===== config.mk =====
export PLATFORM = sky130hd
export DESIGN_NAME = dividend_rebuild
export DESIGN_NICKNAME = d
export VERILOG_FILES = /design/src/rtl/dividend_rebuild.sv
export SDC_FILE = /design/constraint.sdc
export NUM_CORES = 1
export LEC_CHECK = 0
export ABC_CLOCK_PERIOD_IN_PS = 2200
export CORE_MARGIN = 4
export CORE_UTILIZATION = 26
export CTS_BUF_LIST = sky130_fd_sc_hd__clkbuf_8
export CTS_CLUSTER_DIAMETER = 60
export CTS_CLUSTER_SIZE = 30
export DETAILED_ROUTE_END_ITERATION = 12
export GPL_TIMING_DRIVEN = 1
export PLACE_DENSITY_LB_ADDON = 0.25
export RECOVER_POWER = 25
export SYNTH_ARGS = -nofsm -noshare
export SYNTH_HDL_FRONTEND = slang
export SYNTH_SLANG_ARGS = --single-unit

===== constraint.sdc =====
create_clock -name clk -period 2.2 [get_ports clk]
set_clock_uncertainty 0.05 [all_clocks]
set_input_delay 0.33 -clock clk [delete_from_list [all_inputs] [get_ports clk]]
set_output_delay 0.33 -clock clk [all_outputs]
set_load 0.01 [all_outputs]

===== src/rtl/dividend_rebuild.sv =====
`default_nettype none
// ============================================================================
// Module      : dividend_rebuild
// Description : Sequential multiply-add checker for a repeated-subtraction
//               divider. Rebuilds dividend = quotient * divisor + remainder
//               by repeated addition of the divisor onto the remainder.
//               Operands arrive on data_in in the order divisor, quotient,
//               remainder.
// Revision    : 1.0 - initial release
// ============================================================================
module dividend_rebuild (
    input  logic        clk,
    input  logic        rst_n,
    input  logic        start,
    input  logic [15:0] data_in,
    output logic [15:0] dividend,
    output logic        done,
    output logic        busy,
    output logic        ovf,
    output logic        rem_err
);

    typedef enum logic [2:0] {
        S_IDLE = 3'd0,
        S_LDB  = 3'd1,
        S_LDQ  = 3'd2,
        S_LDR  = 3'd3,
        S_ADD  = 3'd4,
        S_DONE = 3'd5
    } state_t;

    state_t      state_q, state_d;
    logic [15:0] b_q, b_d;
    logic [15:0] cnt_q, cnt_d;
    logic [15:0] acc_q, acc_d;
    logic        ovf_q, ovf_d;
    logic        rem_err_q, rem_err_d;
    logic        done_q, done_d;
    logic        busy_q, busy_d;

    // 17-bit sum so the carry-out of each add is visible for the sticky flag.
    logic [16:0] w_sum;
    assign w_sum = {1'b0, acc_q} + {1'b0, b_q};

    // Next-state and datapath update; outputs are derived from the next state
    // so that done/busy come straight out of flops.
    always_comb begin
        state_d   = state_q;
        b_d       = b_q;
        cnt_d     = cnt_q;
        acc_d     = acc_q;
        ovf_d     = ovf_q;
        rem_err_d = rem_err_q;

        case (state_q)
            S_IDLE: begin
                if (start) begin
                    state_d   = S_LDB;
                    ovf_d     = 1'b0;
                    rem_err_d = 1'b0;
                end
            end
            S_LDB: begin
                b_d     = data_in;
                state_d = S_LDQ;
            end
            S_LDQ: begin
                cnt_d   = data_in;
                state_d = S_LDR;
            end
            S_LDR: begin
                acc_d     = data_in;
                // A remainder not below the divisor (including divisor 0)
                // cannot come from a correct division.
                rem_err_d = (data_in >= b_q);
                state_d   = S_ADD;
            end
            S_ADD: begin
                if (cnt_q != 16'd0) begin
                    acc_d = w_sum[15:0];
                    ovf_d = ovf_q | w_sum[16];
                    cnt_d = cnt_q - 16'd1;
                end else begin
                    state_d = S_DONE;
                end
            end
            S_DONE: begin
                // Stay here until start drops so a held request cannot
                // retrigger a new operation.
                if (!start) begin
                    state_d = S_IDLE;
                end
            end
            default: begin
                state_d = S_IDLE;
            end
        endcase

        done_d = (state_d == S_DONE);
        busy_d = (state_d == S_LDB) || (state_d == S_LDQ) ||
                 (state_d == S_LDR) || (state_d == S_ADD);
    end

    // State and datapath registers with asynchronous clear.
    always_ff @(posedge clk or negedge rst_n) begin
        if (!rst_n) begin
            state_q   <= S_IDLE;
            b_q       <= 16'd0;
            cnt_q     <= 16'd0;
            acc_q     <= 16'd0;
            ovf_q     <= 1'b0;
            rem_err_q <= 1'b0;
            done_q    <= 1'b0;
            busy_q    <= 1'b0;
        end else begin
            state_q   <= state_d;
            b_q       <= b_d;
            cnt_q     <= cnt_d;
            acc_q     <= acc_d;
            ovf_q     <= ovf_d;
            rem_err_q <= rem_err_d;
            done_q    <= done_d;
            busy_q    <= busy_d;
        end
    end

    assign dividend = acc_q;
    assign done     = done_q;
    assign busy     = busy_q;
    assign ovf      = ovf_q;
    assign rem_err  = rem_err_q;

endmodule
`default_nettype wire


==> metrics.csv, run 1 <==
stage;metric;value;unit
status;outcome;finished clean;
clocking;clk_latency;320;ps
clocking;cts_sinks;55;
power;power_frac_comb;0.673;
place;gp_congestion;0.883;
clocking;cts_tree;built;
synthesis;synth-main-ff-cell;dfrtp_1;
setup_path;worst_ep_arrival_time;2300;ps
place;hpwlAfterDp;7.80;mm
final_layout;fin_area;4770;µm²
setup_path;cp-start-kind;flop;
setup_path;path_max_fanout;4;
timing;fin_hold_ws;372;ps
die;coreArea;13900;µm²
clocking;cts_buffer_depth;2;
final_layout;syn_to_final_growth;29.0;%
timing;fin_tns_setup;0;ps
synthesis;avgSynthCellArea;8.62;µm²
final_layout;mostFrequentLayoutCells;62 x nand2_1, 55 x dfrtp_1, 48 x o21ai_0;
setup_path;required;2360;ps
synthesis;async_flop_share;1.00;
grt;grt_overflow;0;
power;p_per_area;1610;nW/µm²
die;row_count;43;
synthesis;synth-seq-cells;55;
synthesis;yosysUniqueCellTypes;59;
setup_path;cp-end-kind;flop;
timing;worstMarginPinSlew;1420;ps
final_layout;fillers;1424;
clocking;holdBufCountCts;0;
clocking;cts_root_buf;clkbuf_8;
timing;grt_setup_unrepaired;true;
power;ir_drop;317;µV
routing;drt_first_pass_iters;4;
final_layout;diodes;0;
routing;dr_total_vias;3298;
timing;setup_viol;0;
setup_path;cp_top_family;compound AO/OA/AOI/OAI gates;
grt;grt_max_degree;56;
place;placed_cell_area;4550;µm²
routing;totalWireLength;10.2;mm
power;leakage;0.00209;µW
synthesis;syn_inst;429;
die;die_y;127;µm
timing;max_freq;465;MHz
grt;grt_pass1_wl;16.6;mm
setup_path;critPathSlowestCell;dfrtp_1;
power;power;7670;µW
job;maxCapViolCount;0;
power;swShare;0.451;
die;io_pins;39;
routing;wl_per_cell;14.9;µm
synthesis;synth-edff-count;0;
setup_path;path_buf_inv;0;
final_layout;final_common_cell;nand2_1;
place;port_buffers;38;
routing;routed_via_density;4.82;
synthesis;yosysWarnings;0;
synthesis;syn_nets;482;
grt;grt_usage;0.128;
worst_hold_path;hold_path_class;primary input to async pin;
die;start_util;0.266;
power;p_int;4210;µW
grt;antenna_found_initial;0;
power;p_clk_frac;0.072;
routing;drc_errors;0;
setup_path;slowest_delay;400;ps
setup_path;crit_chain;ha_2 -> fa_2 -> a21oi_4 -> o211ai_4 -> a221o_1 -> a21oi_2 -> xor2_1 -> o21ai_1;
final_layout;final_layout_size_suffix_gt1_frac;0.155;
power;power_switching;3460;µW
timing;slew_headroom;0.0552;
clocking;cts.htree.levels;2;
timing;min_period_over_period;0.977;
routing;final_antenna_net_count;0;
die;dieArea;16200;µm²
final_layout;num-nets-final;556;
timing;final.min_clock_period;2150;ps
grt;grt_pass1_vias;3337;
setup_path;critPathKind;flop to flop;
clocking;clkSlewWorstSetupHoldPaths;100;ps
timing;slew_viol_final;0;
power;pwr-share-seq;0.254;
clocking;cts_buffers;5;
timing;finalHoldViolCount;0;
synthesis;ys_seq_area_frac;0.372;
routing;drt_iter0_markers;269;
synthesis;synth_area;3700;µm²
die;die_w;127;µm
## state kept, by name (all words and copies together) (netlist names)
name and flops:
done 1, busy 1, state_q 3, b_q 16, ovf 1, rem_err 1, cnt_q 16, dividend 16
## cells in the mapped netlist, types with 2 or more instances
library cell | number | area share
a211oi_1 | 4 | 0.0081
a21boi_0 | 2 | 0.0041
and3_1 | 4 | 0.0068
or4_1 | 2 | 0.0041
xor2_1 | 4 | 0.0095
o21a_1 | 2 | 0.0041
clkbuf_1 | 6 | 0.0061
o21ai_0 | 52 | 0.070
xnor2_1 | 9 | 0.021
nand3_1 | 2 | 0.0027
dfrtp_1 | 55 | 0.37
nand4_1 | 4 | 0.0068
buf_2 | 4 | 0.0054
buf_6 | 3 | 0.0091
a21oi_1 | 31 | 0.042
o221ai_1 | 3 | 0.0071
a22o_1 | 2 | 0.0047
o31ai_1 | 6 | 0.012
nor2_1 | 38 | 0.039
o41ai_1 | 2 | 0.0047
a2bb2oi_1 | 2 | 0.0047
o22ai_1 | 3 | 0.0051
ha_1 | 33 | 0.11
nor4_2 | 2 | 0.0068
nand2_1 | 64 | 0.065
nor3_1 | 6 | 0.0081
nand2b_1 | 3 | 0.0051
inv_1 | 29 | 0.029
a31oi_1 | 10 | 0.017
a21o_1 | 9 | 0.018
a32oi_1 | 3 | 0.0071
nor2b_1 | 3 | 0.0051
## area by class of cell
| type | instances | area (µm²) | area share |
|---|---|---|---|
| inverters | 29 | 109 | 0.0228 |
| repair buffers | 81 | 737 | 0.155 |
| flip-flops and latches | 55 | 1380 | 0.289 |
| multi-input cells | 331 | 2240 | 0.470 |
| well taps | 180 | 225 | 0.0472 |
| clock inverters | 3 | 12.5 | 0.00262 |
| clock buffers | 5 | 68.8 | 0.0144 |
## kinds of logic (layout without fill, tap and decap cells)
| kind of cell | count (synthesis) | after routing | synth area share |
|---|---|---|---|
| xor+xnor | 13 | 13 | 0.0308 |
| flops | 55 | 55 | 0.372 |
| fa+ha+maj | 34 | 34 | 0.117 |
| simple gates | 136 | 137 | 0.170 |
| buf+inv | 44 | 118 | 0.0531 |
| compound gates | 145 | 145 | 0.251 |
| mux | 2 | 2 | 0.00575 |
## power by group through the flow
stage                     combinational (µW)  sequential [µW]  clock, µW
after floorplan                         3160             1910          0
after global placement                  4740             1940          0
after detailed placement                4800             1950          0
after CTS                               5000             1940        593
after global routing                    5780             2030        636
final                                   5170             1950        556
## final timing paths
kind | cells after the start | end | start | slack (ps)
worst max-delay path | 8 | dividend[12]$_DFFE_PN0P_ | b_q[0]$_DFFE_PN0P_ | 50
worst min-delay path | 2 | b_q[14]$_DFFE_PN0P_ | rst_n | 370
worst max register to register | 8 | dividend[12]$_DFFE_PN0P_ | b_q[0]$_DFFE_PN0P_ | 50
worst min register to register | 2 | cnt_q[15]$_DFFE_PN0P_ | cnt_q[15]$_DFFE_PN0P_ | 480
max in group asynchronous | 2 | b_q[0]$_DFFE_PN0P_ | rst_n | 890
min in group clk | 2 | cnt_q[15]$_DFFE_PN0P_ | cnt_q[15]$_DFFE_PN0P_ | 480
## stage by stage
stage,util,instances,worst slack (ps)
final,0.344,684,50.9
after global routing,0.344,684,-78.1
after CTS,0.338,681,5.94
after detailed placement,0.328,671,-154
after global placement,0.328,671,-72.8
after floorplan,-,429,2.07
## metal layers
metal | global-route usage | up-vias | routed length, µm
li1 | - | 1693 | -
met1 | 0.165 | 1556 | 4820
met2 | 0.224 | 40 | 5000
met3 | 0.0146 | 9 | 216
met4 | 0.0404 | 0 | 153
met5 | 0 | - | 0
## repair_timing
item | 4_1_cts | 5_1_grt
hold endpoints to repair | 0 | 0
buffers inserted | 1 | 3
gates resized for setup | 7 | 14
endpoints found under the setup margin | 20 | 17
pin swaps | 6 | 3
gates cloned | 1 | 0
Power figures use the tool's default switching activity.
==> run 2, diff against run 1 <==
--- a/config.mk
+++ b/config.mk
@@ -13,7 +13,8 @@
 export CTS_CLUSTER_SIZE = 30
 export DETAILED_ROUTE_END_ITERATION = 12
 export GPL_TIMING_DRIVEN = 1
-export PLACE_DENSITY_LB_ADDON = 0.25
+export HOLD_SLACK_MARGIN = 0.05
+export PLACE_DENSITY = 0.55
 export RECOVER_POWER = 25
 export SYNTH_ARGS = -nofsm -noshare
 export SYNTH_HDL_FRONTEND = slang
==> constraint.sdc (replaced) <==
create_clock -name clk -period 2.2 [get_ports clk]
set_clock_uncertainty 0.05 [all_clocks]
set_input_delay 0.44 -clock clk [delete_from_list [all_inputs] [get_ports clk]]
set_output_delay 0.44 -clock clk [all_outputs]
set_load 0.01 [all_outputs]
==> metrics.csv, run 2 (synthesized netlist as in run 1, its figures left out) <==
stage;metric;value;unit;change
status;outcome;finished clean;;
timing;setup_viol;0;;unchanged
setup_path;cp-end-kind;flop;;
grt;grt_max_degree;41;;-27%
routing;dr_total_vias;3313;;+0.45%
routing;wl_per_cell;14.8;µm;-0.92%
die;io_pins;39;;unchanged
timing;worstMarginPinSlew;862;ps;-555 ps
routing;totalWireLength;10.1;mm;-0.48%
power;p_per_area;1620;nW/µm²;+0.75%
routing;drc_errors;0;;unchanged
worst_hold_path;hold_path_depth;2;;
die;start_util;0.266;;unchanged
setup_path;rr_worst_depth;8;;unchanged
timing;final.min_clock_period;2170;ps;+25.4 ps
clocking;cts_tree;built;;
clocking;clkSlewWorstSetupHoldPaths;110;ps;about the same
timing;slew_headroom;0.425;;+0.370
timing;max_freq;460;MHz;-1.2%
die;row_count;43;;unchanged
final_layout;diodes;0;;unchanged
grt;grt_overflow;0;;unchanged
routing;routed_via_density;4.82;;about the same
grt;grt_pass1_vias;3234;;-3.1%
routing;final_antenna_net_count;0;;unchanged
power;ir_drop;382;µV;+21%
clocking;cts_sinks;55;;unchanged
final_layout;fin_area;4830;µm²;+1.2%
setup_path;path_max_fanout;4;;unchanged
power;power;7830;µW;+2.0%
worst_hold_path;hold_end;dividend[10]$_DFFE_PN0P_;;
die;die_y;127;µm;unchanged
clocking;clk_latency;320;ps;about the same
job;maxCapViolCount;0;;unchanged
final_layout;final_layout_size_suffix_gt1_frac;0.160;;+0.00500
die;die_w;127;µm;unchanged
setup_path;reg2reg_from;dividend[0]$_DFFE_PN0P_;;
place;hpwlAfterDp;7.84;mm;+0.47%
worst_hold_path;hold_path_class;flop to flop;;
place;gp_congestion;0.859;;-2.8%
timing;fin_tns_setup;0;ps;unchanged
setup_path;worst_ep_arrival_time;2340;ps;+40 ps
die;dieArea;16200;µm²;unchanged
setup_path;cp-start-kind;flop;;
clocking;cts_buffer_depth;2;;unchanged
grt;antenna_found_initial;0;;unchanged
timing;finalHoldViolCount;0;;unchanged
setup_path;ff2ff_setup_slack;30;ps;-30 ps
power;leakage;0.00209;µW;+0.34%
setup_path;required;2360;ps;about the same
place;placed_cell_area;4580;µm²;+0.66%
timing;fin_hold_ws;491;ps;+119 ps
final_layout;syn_to_final_growth;30.5;%;
die;coreArea;13900;µm²;unchanged
final_layout;num-nets-final;559;;+0.54%
timing;min_period_over_period;0.988;;+0.0115
routing;drt_iter0_markers;291;;+8.2%
timing;grt_setup_unrepaired;true;;
grt;grt_usage;0.127;;-0.00131
place;port_buffers;38;;unchanged
setup_path;critPathKind;flop to flop;;
worst_hold_path;min_from;dividend[10]$_DFFE_PN0P_;;
final_layout;fillers;1426;;+0.14%
routing;drt_first_pass_iters;5;;+1
clocking;cts.htree.levels;2;;unchanged
clocking;cts_buffers;5;;unchanged
final_layout;mostFrequentLayoutCells;63 x nand2_1, 55 x dfrtp_1, 49 x o21ai_0;;
clocking;cts_root_buf;clkbuf_8;;
grt;grt_pass1_wl;16.6;mm;-0.46%
timing;slew_viol_final;0;;unchanged
setup_path;crit-reg2reg-capture;dividend[12]$_DFFE_PN0P_;;
final_layout;final_common_cell;nand2_1;;
-- run 2: worst max-delay path by stage --
stage,from,slack (ps),end
finish,dividend[0]$_DFFE_PN0P_,30,dividend[12]$_DFFE_PN0P_
global route,dividend[0]$_DFFE_PN0P_,-80,dividend[14]$_DFFE_PN0P_
CTS,dividend[0]$_DFFE_PN0P_,-60,dividend[14]$_DFFE_PN0P_
detailed placement,dividend[0]$_DFFE_PN0P_,-110,dividend[14]$_DFFE_PN0P_
global placement,cnt_q[1]$_DFFE_PN0P_,-60,cnt_q[2]$_DFFE_PN0P_
floorplan,dividend[0]$_DFFE_PN0P_,2,dividend[14]$_DFFE_PN0P_
-- run 2: timing repair --
action	in CTS	in global routing
hold buffers	1	0
pin swaps	4	1
gates cloned	1	0
buffers inserted	0	2
endpoints found under the setup margin	9	19
hold endpoints to repair	15	0
gates resized for setup	4	20
-- run 2: power breakdown --
part / leakage (µW) / switching [µW] / internal, µW
logic: 0.00139 / 2780 / 2500
registers: 0.000659 / 438 / 1500
clock network: 0.0000474 / 355 / 258
total: 0.00209 / 3570 / 4260
-- run 2: worst max-delay path, cell delays in order (launching register included) --
cell,delay (ps)
dfrtp_1,400
ha_2,200
fa_2,370
a21oi_4,180
o211ai_4,140
a221o_1,330
a21oi_2,150
xor2_1,170
o21ai_1,70
-- run 2: routing by layer --
layer,track usage,part of all wire
met5,0,0
met2,0.219,0.49
met3,0.0130,0.017
met4,0.0360,0.015
met1,0.168,0.48
-- run 2: cell type report --
cell class / count / area [µm²] / share of cell area
well taps: 180 / 225 / 0.0467
flip-flops and latches: 55 / 1380 / 0.285
clock inverters: 2 / 16.3 / 0.00337
repair buffers: 84 / 747 / 0.155
clock buffers: 6 / 82.6 / 0.0171
inverters: 29 / 109 / 0.0226
multi-input cells: 331 / 2270 / 0.470
-- run 2: per-stage QoR --
stage / setup slack [ps] / utilization / cells
2_1_floorplan: 2.07 / - / 429
3_3_place_gp: -55.5 / 0.330 / 675
3_5_place_dp: -106 / 0.330 / 675
4_1_cts: -60.6 / 0.340 / 685
5_1_grt: -77.1 / 0.348 / 687
6_report: 25.5 / 0.348 / 687
==> run 3, diff against run 2 <==
--- a/config.mk
+++ b/config.mk
@@ -6,6 +6,7 @@
 export NUM_CORES = 1
 export LEC_CHECK = 0
 export ABC_CLOCK_PERIOD_IN_PS = 2200
+export CAP_MARGIN = 5
 export CORE_MARGIN = 4
 export CORE_UTILIZATION = 26
 export CTS_BUF_LIST = sky130_fd_sc_hd__clkbuf_8
==> results of run 3 <==
The final DEF is identical to that of run 2; final timing and power are the same.
